==> src/rtl/iir_coeff_ctrl.sv <==
//-----------------------------------------------------------------------------
// iir_coeff_ctrl
//
// Run-time coefficient configurator and sequencer for a chain of second-order
// IIR sections (Q2.22). Coefficient writes land in a shadow bank. A commit
// stops new samples, waits for the samples already inside the filter chain
// to come out, copies the shadow bank into the active bank in a single edge,
// and then holds a flush pulse so that every section restarts from a clean
// delay line using the new coefficients.
//
// Ports
//   clk          clock, all logic on the rising edge
//   rst          synchronous active-high reset
//   cfg_we       coefficient write strobe
//   cfg_addr     coefficient index s*COEFFS_PER_SECTION+k (b0,b1,b2,a1,a2)
//   cfg_wdata    coefficient value, Q2.22
//   cfg_commit   one-cycle request to apply the shadow bank
//   cfg_err_clr  clears cfg_err
//   cfg_busy     high whenever the sequencer is not idle
//   cfg_err      sticky error flag (bad address, write while busy,
//                unexpected filter output, drain timeout)
//   s_valid_in   upstream sample valid
//   s_data_in    upstream sample
//   s_ready      upstream may present a sample
//   f_valid_in   sample valid towards the filter chain
//   f_data_in    sample towards the filter chain
//   f_valid_out  valid returned from the end of the filter chain
//   filt_flush   clear the delay-line state of all sections
//   coeff_flat   active coefficients, word i at bits [COEFF_W*i +: COEFF_W]
//-----------------------------------------------------------------------------
module iir_coeff_ctrl #(
    parameter int NUM_SECTIONS       = 4,
    parameter int COEFFS_PER_SECTION = 5,
    parameter int COEFF_W            = 24,
    parameter int PIPE_LAT           = 8,
    parameter int FLUSH_CYC          = 8,
    parameter int DRAIN_TIMEOUT      = 64
) (
    input  logic                 clk,
    input  logic                 rst,

    input  logic                 cfg_we,
    input  logic [4:0]           cfg_addr,
    input  logic [COEFF_W-1:0]   cfg_wdata,
    input  logic                 cfg_commit,
    input  logic                 cfg_err_clr,
    output logic                 cfg_busy,
    output logic                 cfg_err,

    input  logic                 s_valid_in,
    input  logic [COEFF_W-1:0]   s_data_in,
    output logic                 s_ready,

    output logic                 f_valid_in,
    output logic [COEFF_W-1:0]   f_data_in,
    input  logic                 f_valid_out,
    output logic                 filt_flush,

    output logic [NUM_SECTIONS*COEFFS_PER_SECTION*COEFF_W-1:0] coeff_flat
);

    localparam int NUM_COEFFS = NUM_SECTIONS * COEFFS_PER_SECTION;

    // Counter widths sized so the largest value each counter reaches fits.
    localparam int INF_W = $clog2(PIPE_LAT + 2);        // 0 .. PIPE_LAT+1
    localparam int DRN_W = $clog2(DRAIN_TIMEOUT + 1);   // 0 .. DRAIN_TIMEOUT-1
    localparam int FLS_W = $clog2(FLUSH_CYC + 1);       // 0 .. FLUSH_CYC-1

    localparam logic [INF_W-1:0] INF_MAX   = INF_W'(PIPE_LAT + 1);
    localparam logic [DRN_W-1:0] DRN_LAST  = DRN_W'(DRAIN_TIMEOUT - 1);
    localparam logic [FLS_W-1:0] FLS_LAST  = FLS_W'(FLUSH_CYC - 1);
    localparam logic [4:0]       ADDR_LIM  = 5'(NUM_COEFFS);

    // 1.0 in Q2.22: only the integer LSB set.
    localparam logic [COEFF_W-1:0] COEFF_ONE = {2'b01, {(COEFF_W-2){1'b0}}};

    typedef enum logic [1:0] {
        ST_IDLE,
        ST_DRAIN,
        ST_SWAP,
        ST_FLUSH
    } state_t;

    // Passthrough section: b0 = 1.0, every other coefficient 0.
    function automatic logic [COEFF_W-1:0] passthrough_coeff(input int idx);
        return ((idx % COEFFS_PER_SECTION) == 0) ? COEFF_ONE : '0;
    endfunction

    //-------------------------------------------------------------------------
    // Registers and wires
    //-------------------------------------------------------------------------
    state_t               r_state;
    state_t               w_state_nxt;

    logic [COEFF_W-1:0]   r_shadow [NUM_COEFFS];
    logic [COEFF_W-1:0]   r_active [NUM_COEFFS];

    logic [INF_W-1:0]     r_inflight;
    logic [DRN_W-1:0]     r_drain_cnt;
    logic [FLS_W-1:0]     r_flush_cnt;
    logic                 r_err;

    logic                 w_idle;
    logic                 w_addr_ok;
    logic                 w_wr_accept;
    logic                 w_wr_err;
    logic                 w_stray_ret;
    logic                 w_timeout;
    logic                 w_err_set;

    //-------------------------------------------------------------------------
    // Decode of the current cycle's events
    //-------------------------------------------------------------------------
    assign w_idle      = (r_state == ST_IDLE);
    assign w_addr_ok   = (cfg_addr < ADDR_LIM);
    assign w_wr_accept = cfg_we & w_idle & w_addr_ok;
    // Any write that is not accepted is an error: bad index or busy sequencer.
    assign w_wr_err    = cfg_we & ~(w_idle & w_addr_ok);
    // A filter output with nothing outstanding means the chain and this block
    // disagree about what is in flight.
    assign w_stray_ret = f_valid_out & (r_inflight == '0);
    // Timeout fires in the last allowed DRAIN cycle, only if still not empty.
    assign w_timeout   = (r_state == ST_DRAIN) & (r_inflight != '0) &
                         (r_drain_cnt == DRN_LAST);
    assign w_err_set   = w_wr_err | w_stray_ret | w_timeout;

    //-------------------------------------------------------------------------
    // FSM: state register
    //-------------------------------------------------------------------------
    // NOTE: every clocked process uses non-blocking assignments so that all
    // registers update together from the values present before the edge.
    always_ff @(posedge clk) begin
        if (rst) begin
            r_state <= ST_IDLE;
        end else begin
            r_state <= w_state_nxt;
        end
    end

    //-------------------------------------------------------------------------
    // FSM: next-state logic
    //-------------------------------------------------------------------------
    // NOTE: the default assignment at the top of each combinational process
    // keeps every path assigned, so no latch is inferred.
    always_comb begin
        w_state_nxt = r_state;
        case (r_state)
            ST_IDLE: begin
                if (cfg_commit) begin
                    w_state_nxt = ST_DRAIN;
                end
            end
            ST_DRAIN: begin
                if ((r_inflight == '0) || w_timeout) begin
                    w_state_nxt = ST_SWAP;
                end
            end
            ST_SWAP: begin
                w_state_nxt = ST_FLUSH;
            end
            ST_FLUSH: begin
                if (r_flush_cnt == FLS_LAST) begin
                    w_state_nxt = ST_IDLE;
                end
            end
            default: begin
                w_state_nxt = ST_IDLE;
            end
        endcase
    end

    //-------------------------------------------------------------------------
    // FSM: outputs
    //-------------------------------------------------------------------------
    always_comb begin
        s_ready    = 1'b0;
        cfg_busy   = 1'b1;
        filt_flush = 1'b0;
        case (r_state)
            ST_IDLE: begin
                s_ready  = 1'b1;
                cfg_busy = 1'b0;
            end
            ST_FLUSH: begin
                filt_flush = 1'b1;
            end
            default: begin
            end
        endcase
    end

    // Sample path is purely combinational; gating happens through s_ready.
    assign f_valid_in = s_valid_in & s_ready;
    assign f_data_in  = s_data_in;

    //-------------------------------------------------------------------------
    // In-flight sample counter
    //-------------------------------------------------------------------------
    always_ff @(posedge clk) begin
        if (rst) begin
            r_inflight <= '0;
        end else if (w_timeout) begin
            // Give up on the missing samples so the next commit starts clean.
            r_inflight <= '0;
        end else if (f_valid_in && !f_valid_out) begin
            if (r_inflight != INF_MAX) begin
                r_inflight <= r_inflight + INF_W'(1);
            end
        end else if (!f_valid_in && f_valid_out) begin
            if (r_inflight != '0) begin
                r_inflight <= r_inflight - INF_W'(1);
            end
        end
    end

    //-------------------------------------------------------------------------
    // DRAIN and FLUSH cycle counters; both sit at 0 outside their state so
    // each visit starts counting from the first cycle.
    //-------------------------------------------------------------------------
    always_ff @(posedge clk) begin
        if (rst) begin
            r_drain_cnt <= '0;
            r_flush_cnt <= '0;
        end else begin
            r_drain_cnt <= (r_state == ST_DRAIN) ? r_drain_cnt + DRN_W'(1) : '0;
            r_flush_cnt <= (r_state == ST_FLUSH) ? r_flush_cnt + FLS_W'(1) : '0;
        end
    end

    //-------------------------------------------------------------------------
    // Coefficient banks
    //-------------------------------------------------------------------------
    // NOTE: both banks are reset to defined passthrough values, so they are
    // built as reset flops rather than an unreset RAM.
    always_ff @(posedge clk) begin
        if (rst) begin
            for (int i = 0; i < NUM_COEFFS; i++) begin
                r_shadow[i] <= passthrough_coeff(i);
            end
        end else if (w_wr_accept) begin
            r_shadow[cfg_addr] <= cfg_wdata;
        end
    end

    // The whole active bank changes on one edge, in SWAP only, so the filter
    // never sees a mix of old and new coefficients.
    always_ff @(posedge clk) begin
        if (rst) begin
            for (int i = 0; i < NUM_COEFFS; i++) begin
                r_active[i] <= passthrough_coeff(i);
            end
        end else if (r_state == ST_SWAP) begin
            r_active <= r_shadow;
        end
    end

    always_comb begin
        coeff_flat = '0;
        for (int i = 0; i < NUM_COEFFS; i++) begin
            coeff_flat[COEFF_W*i +: COEFF_W] = r_active[i];
        end
    end

    //-------------------------------------------------------------------------
    // Sticky error flag: a new error in the same cycle as a clear wins.
    //-------------------------------------------------------------------------
    always_ff @(posedge clk) begin
        if (rst) begin
            r_err <= 1'b0;
        end else if (w_err_set) begin
            r_err <= 1'b1;
        end else if (cfg_err_clr) begin
            r_err <= 1'b0;
        end
    end

    assign cfg_err = r_err;

endmodule

==> config.mk <==
export PLATFORM = sky130hd
export DESIGN_NAME = iir_coeff_ctrl
export DESIGN_NICKNAME = d
export VERILOG_FILES = /design/src/rtl/iir_coeff_ctrl.sv
export SDC_FILE = /design/constraint.sdc
export NUM_CORES = 2
export LEC_CHECK = 0
export CORE_ASPECT_RATIO = 2
export CORE_MARGIN = 2
export CORE_UTILIZATION = 55
export CTS_BUF_LIST = sky130_fd_sc_hd__clkbuf_2 sky130_fd_sc_hd__clkbuf_4 sky130_fd_sc_hd__clkbuf_8
export DETAILED_ROUTE_END_ITERATION = 16
export HOLD_SLACK_MARGIN = 0.08
export PLACE_DENSITY = 0.82
export SETUP_SLACK_MARGIN = 0.02
export SLEW_MARGIN = 5
export SYNTH_ARGS = -nofsm -noshare
export SYNTH_HDL_FRONTEND = slang
export SYNTH_SLANG_ARGS = --single-unit
export TNS_END_PERCENT = 1
==> constraint.sdc <==
create_clock -name clk -period 3 [get_ports clk]
set_input_delay 0.45 -clock clk [delete_from_list [all_inputs] [get_ports clk]]
set_output_delay 0.45 -clock clk [all_outputs]
set_load 0.01 [all_outputs]
-- Word level (Yosys, flattened, before mapping)
Cells that the tools add are included.
- add/sub/neg operators: 4
- multiply operators: 0
- divide/modulo/power cells: 0
- $lt $le $gt $ge: 3
- equal/unequal tests: 10
- shift-type cells: 0
- mux-type cells: 16
- bitwise gates (word level): 14
- reductions and logical operators: 17
- operators by type and width (kind ; number):
    480-bit bitwise mux ; 1
    24-bit demux with 5-bit select ; 1
    24-bit two-way mux ; 1
    4-bit two-way mux ; 4
    4-bit by 1-bit adder with 4-bit output, second input constant ; 2
    1-bit bitwise AND ; 8
    2-bit one-hot mux with 4 select lines ; 1
    7-bit by 1-bit adder with 7-bit output, second input constant ; 1
    7-bit by 6-bit equality test with 1-bit output, second input constant ; 1
    6-bit greater-or-equal comparator, second input constant ; 1
    6-bit by 1-bit < comparator with 1-bit output, second input constant ; 1
    2-bit two-way mux ; 3
    2-bit != test, second input constant ; 3
    5-bit NOT with 6-bit output ; 1
    3-bit AND reduction ; 2
    2-bit nonzero test ; 3
    2-bit OR reduction ; 3
    5-bit < comparator, second input constant ; 1
    1-bit two-way mux ; 5
    2-bit equality test, second input constant ; 2
    4-bit by 3-bit equality test with 1-bit output, second input constant ; 1
    4-bit zero test ; 1
    4-bit != test, second input constant ; 1
    4-bit nonzero test ; 1
    9 further kinds ; 15
- flip-flop bits (word level): 978
- latch bits: 0
- memory bits (writable): 0
- ROM bits: 0
- input bits: 60
- logic and storage cells: 109
- memories: 0

-- Depth between registers and ports, before layout
- word-level depth: 7
- gate-level depth with buffers: 10

-- Worst setup path before layout
No wires, ideal clock.
- path kind: reg2reg
- start point: register r_state[0]
- end point: register r_inflight[3]
- library setup time: 0.072 ns
- arrival: 2.261 ns
- required time: 2.928 ns
- path slack: 0.667 ns
- stages on the path, launching flop included: 10
- clock period less this slack: 2.333 ns
- path through: dfxtp_1 inv_1 ha_1 buf_2 nand3b_1 ha_1 a31oi_1 or2_2 a211oi_1 mux2i_1
- word-level cells in the longest chain between the ends: 7
- elaborated cells on any way between the ends: 15
- classes of those cells: eq/ne (2); mux (2); bitwise (3); reduce/logical (8)
- ends and longest elaborated chain (item ; RTL line ; text):
    from (decl) ; 92 ; state_t r_state;
    from (signal assigned) ; 136 ; r_state <= w_state_nxt;
    2-bit zero test (*) ; 179 ; case (r_state)
    1-bit two-way mux (*) ; 179 ;
    net s_ready ; 52 ; output logic s_ready,
    1-bit bitwise AND (*) ; 193 ; assign f_valid_in = s_valid_in & s_ready;
    1-bit zero test ; 209 ; end else if (!f_valid_in && f_valid_out) begin
    1-bit logical AND ; 209 ;
    2-bit nonzero test (no source line) ; -- ;
    3-bit AND reduction (no source line) ; -- ;
    to (signal assigned) ; 207 ; r_inflight <= r_inflight + INF_W'(1);
    to (signal assigned) ; 211 ; r_inflight <= r_inflight - INF_W'(1);
    to (decl) ; 98 ; logic [INF_W-1:0] r_inflight;
The timed path passes the listed nets; every way through them passes the cells marked *.
A chain may end at the register's enable or synchronous reset.

-- Final worst setup path
- start point: register r_state[1]
- end point: output port cfg_busy
- word-level cells in the longest chain between the ends: 2
- ends and longest elaborated chain (item ; RTL line ; text):
    2-bit zero test ; 179 ;
    1-bit two-way mux ; 179 ;
    to (decl) ; 47 ; output logic cfg_busy,
Every way passes these cells.

==> metrics.md <==
| Metric | Value |
|---|---|
| Worst Path Required | about 2600 ps |
| Layout cells sized above 1 | 8.642% |
| Die area | ~65,000 um^2 |
| DR iter-0 viols | 2,110 |
| Clk sinks | about 980 |
| Clock Tree Root | clkbuf_8 |
| Pin count of the biggest net entering global routing | 107 |
| Final setup fails | 0 |
| Vias/cell | between 5 and 6 |
| Drc violations | 0 |
| Synth Warn # | 0 |
| TritonCTS buffer count | ~130 |
| Clk_lat worst skew | 800 ps |
| IO Count | between 500 and 600 |
| Tmin final | 2835 ps |
| Maximum VDD drop | about 0.6 mV |
| Dpl ws | around 310 ps |
| Netlist cell types | 47 |
| Worst Max-Slew Pin Slew | approximately 1100 ps |
| Area of the core | roughly 63,000 um^2 |
| Outcome | finished, final reports clean |
| Cell Rows | 130 |
| Critical Path Source Type | flip-flop |
| Setup ws final | ~160 ps |
| Rel. slew slack | around a quarter |
| Max-Cap Viols | 0 |
| Post-synth top flop | dfxtp_1 |
| Max Slew Vio Count | 0 |
| FFs w/ async S/R, synth | 0% |
| Initial antenna violation count | 2 |
| DR WL/cell | approximately 21 um |
| Total grt overflow | 0 |
| Kind of end point of the critical path | output port |
| Register area share after synthesis | roughly 56% |
| Hold-fix buffers, CTS | 0 |
| Max clock buf depth | 3 |
| Setup_tns | 0 ps |
| Final hold viol count | 0 |
| Gp weighted congestion | 0.7973 |
| RSZ-0062 raised after global routing | no |
| Initial DRT Pass Iterations | 6 |
| Number of synthesized register bits | 978 |
| DR vias | roughly 27,000 |
| GRT Resource Usage Total | a little under a third |
| Clk pin slew, worst setup/hold paths | about 70 ps |
| Pwr Total | about 0.028 W |
| Vias in the first global route | roughly 26,000 |
| Critical Path Fanout Max | 10 |
| CTS tree | yes |
| ANT nets after route | 0 |
| Synth Cell Area | about 35,000 um^2 |
| Crit path DAT | about 2400 ps |
| Final core occ | ~70% |
| Type of the worst setup path | reg -> out |
| Routed WL | 105,300 um |
| Initial Util | 55.49% |
| Share of Yosys cell area claimed by the top area cell type | a little under three fifths |
| Mapped Cells | 3,641 |
| Worst Hold Class | in -> reg |
| Post-DP HPWL | between 60,000 and 70,000 um |
| Area grow syn2layout | 24.23% |
| Die X | ~180 um |
| F_max | 352.7 MHz |
| Synth Net Count | roughly 3,700 |
| Port Buf Inserts | 520 |
| Number of synthesized flops with an enable pin | 0 |
| Cell taking the most area after synthesis | dfxtp_1 |
| H-tree levels | 4 |
| Power per Cell Area | between 600 and 700 nW/um^2 |
| Lkg Pwr | about 16 nW |
| Synth top area cells | dfxtp_1, mux2i_1, nor2_1, nand2_1, a21oi_1 |
| Final period utilization | between 90% and 100% |
| Avg Cell Area, Syn | 9.568 um^2 |
| First-pass GRT wire length | around 160,000 um |
| Skew final | between 20 and 30 ps |
| Die H | between 300 and 400 um |
| Final #Nets | between 4,000 and 5,000 |
where the power goes:
group          internal, W  switching, W  total [W]
clock              0.00560       0.00493     0.0105
combinational      0.00180       0.00252    0.00432
sequential          0.0131      0.000143     0.0133
total               0.0205       0.00759     0.0281
logic make-up (layout without fill, tap and decap cells):
| kind of cell | after synthesis | in the layout | share of synthesized area (%) |
|---|---|---|---|
| AND/OR/NAND/NOR | 1338 | 1338 | 15.22 |
| flip-flops | 978 | 978 | 56.20 |
| multiplexers | 668 | 668 | 19.19 |
| buffers and inverters | 325 | 838 | 4.159 |
| AO/OA/AOI/OAI | 317 | 317 | 4.759 |
| adder cells (fa/ha/maj) | 9 | 9 | 0.3232 |
| XOR/XNOR | 6 | 6 | 0.1508 |
| other | 0 | 2 | 0 |
final timing paths:
path / end / from / depth (start not counted) / slack, ps
worst max-delay path: cfg_busy / r_state[1] / 5 / 160
worst min-delay path: r_shadow[182] / rst / 2 / 150
worst max register to register: r_inflight[3] / r_state[1] / 9 / 480
worst min register to register: r_flush_cnt[0] / r_flush_cnt[0] / 1 / 450
Yosys cell counts, drive strengths merged (2+ instances only):
| cell type | n |
|---|---|
| dfxtp | 978 |
| nor2 | 677 |
| mux2i | 668 |
| nand2 | 586 |
| a21oi | 292 |
| clkbuf | 205 |
| buf | 111 |
| nor3 | 13 |
| nand3 | 12 |
| ha | 9 |
| inv | 9 |
| nor2b | 9 |
| or3 | 9 |
| nand3b | 7 |
| a211o | 6 |
| nand2b | 6 |
| nor4 | 5 |
| o21ai | 5 |
| xor2 | 4 |
| a211oi | 3 |
| nand4 | 3 |
| a21bo | 2 |
| a31oi | 2 |
| and2 | 2 |
| or2 | 2 |
| or3b | 2 |
| xnor2 | 2 |
stage by stage:
stage | instance area, um^2 | std cells | hold WS (ps)
after floorplan | 34840 | 3641 | 417.5
after global placement | 40530 | 4723 | 430.0
after detailed placement | 40530 | 4723 | 436.5
after CTS | 43280 | 4946 | 127.4
after global routing | 43280 | 4948 | 163.8
final | 43280 | 4948 | 146.6
registers in the layout (all words and copies together), names as in the netlist:
name         flops
r_inflight       4
r_shadow       480
r_state          2
r_flush_cnt      4
cfg_err          1
r_drain_cnt      7
coeff_flat     480
routing by layer:
layer / GRT usage (%) / up-vias / share of wire (%)
met3: 9.145 / 333 / 8.7
met4: 21.35 / 0 / 6.8
met1: 34.43 / 12990 / 36
li1: - / 12740 / -
met5: 0 / - / 0
met2: 52.94 / 1188 / 48
cell type report:
class / count / area (um^2)
clock buffer: 200 / 2515
antenna: 2 / 5.005
clock inverter: 23 / 225.2
multi-input combinational: 2338 / 13910
tap: 792 / 991.0
inverter: 9 / 33.78
timing repair buffer: 606 / 6027
fill: 4705 / 19500
sequential: 978 / 19580
critical path: stages, from the launching register on:
cell and delay (ps):
dfxtp_1 420, inv_1 130, ha_4 210, buf_4 190, inv_1 110, clkdlybuf4s50_1 540
cell usage in the layout, fill, tap and decap left out, drive strengths merged, types with 5 or more instances in the layout:
cell type,count
dfxtp,978
nor2,677
mux2i,668
nand2,586
clkdlybuf4s50,495
a21oi,292
clkbuf,200
buf,110
inv,13
nor3,13
nand3,12
nor2b,9
or3,9
clkinv,9
ha,9
nand3b,7
clkinvlp,7
nand2b,6
a211o,6
o21ai,5
nor4,5
timing repair:
| action | 4_1_cts | 5_1_grt |
|---|---|---|
| setup endpoints to repair | 3 | 0 |
| setup buffers | 0 | 0 |
| gates resized for setup | 4 | 0 |
(Power assumes the default switching activity.)
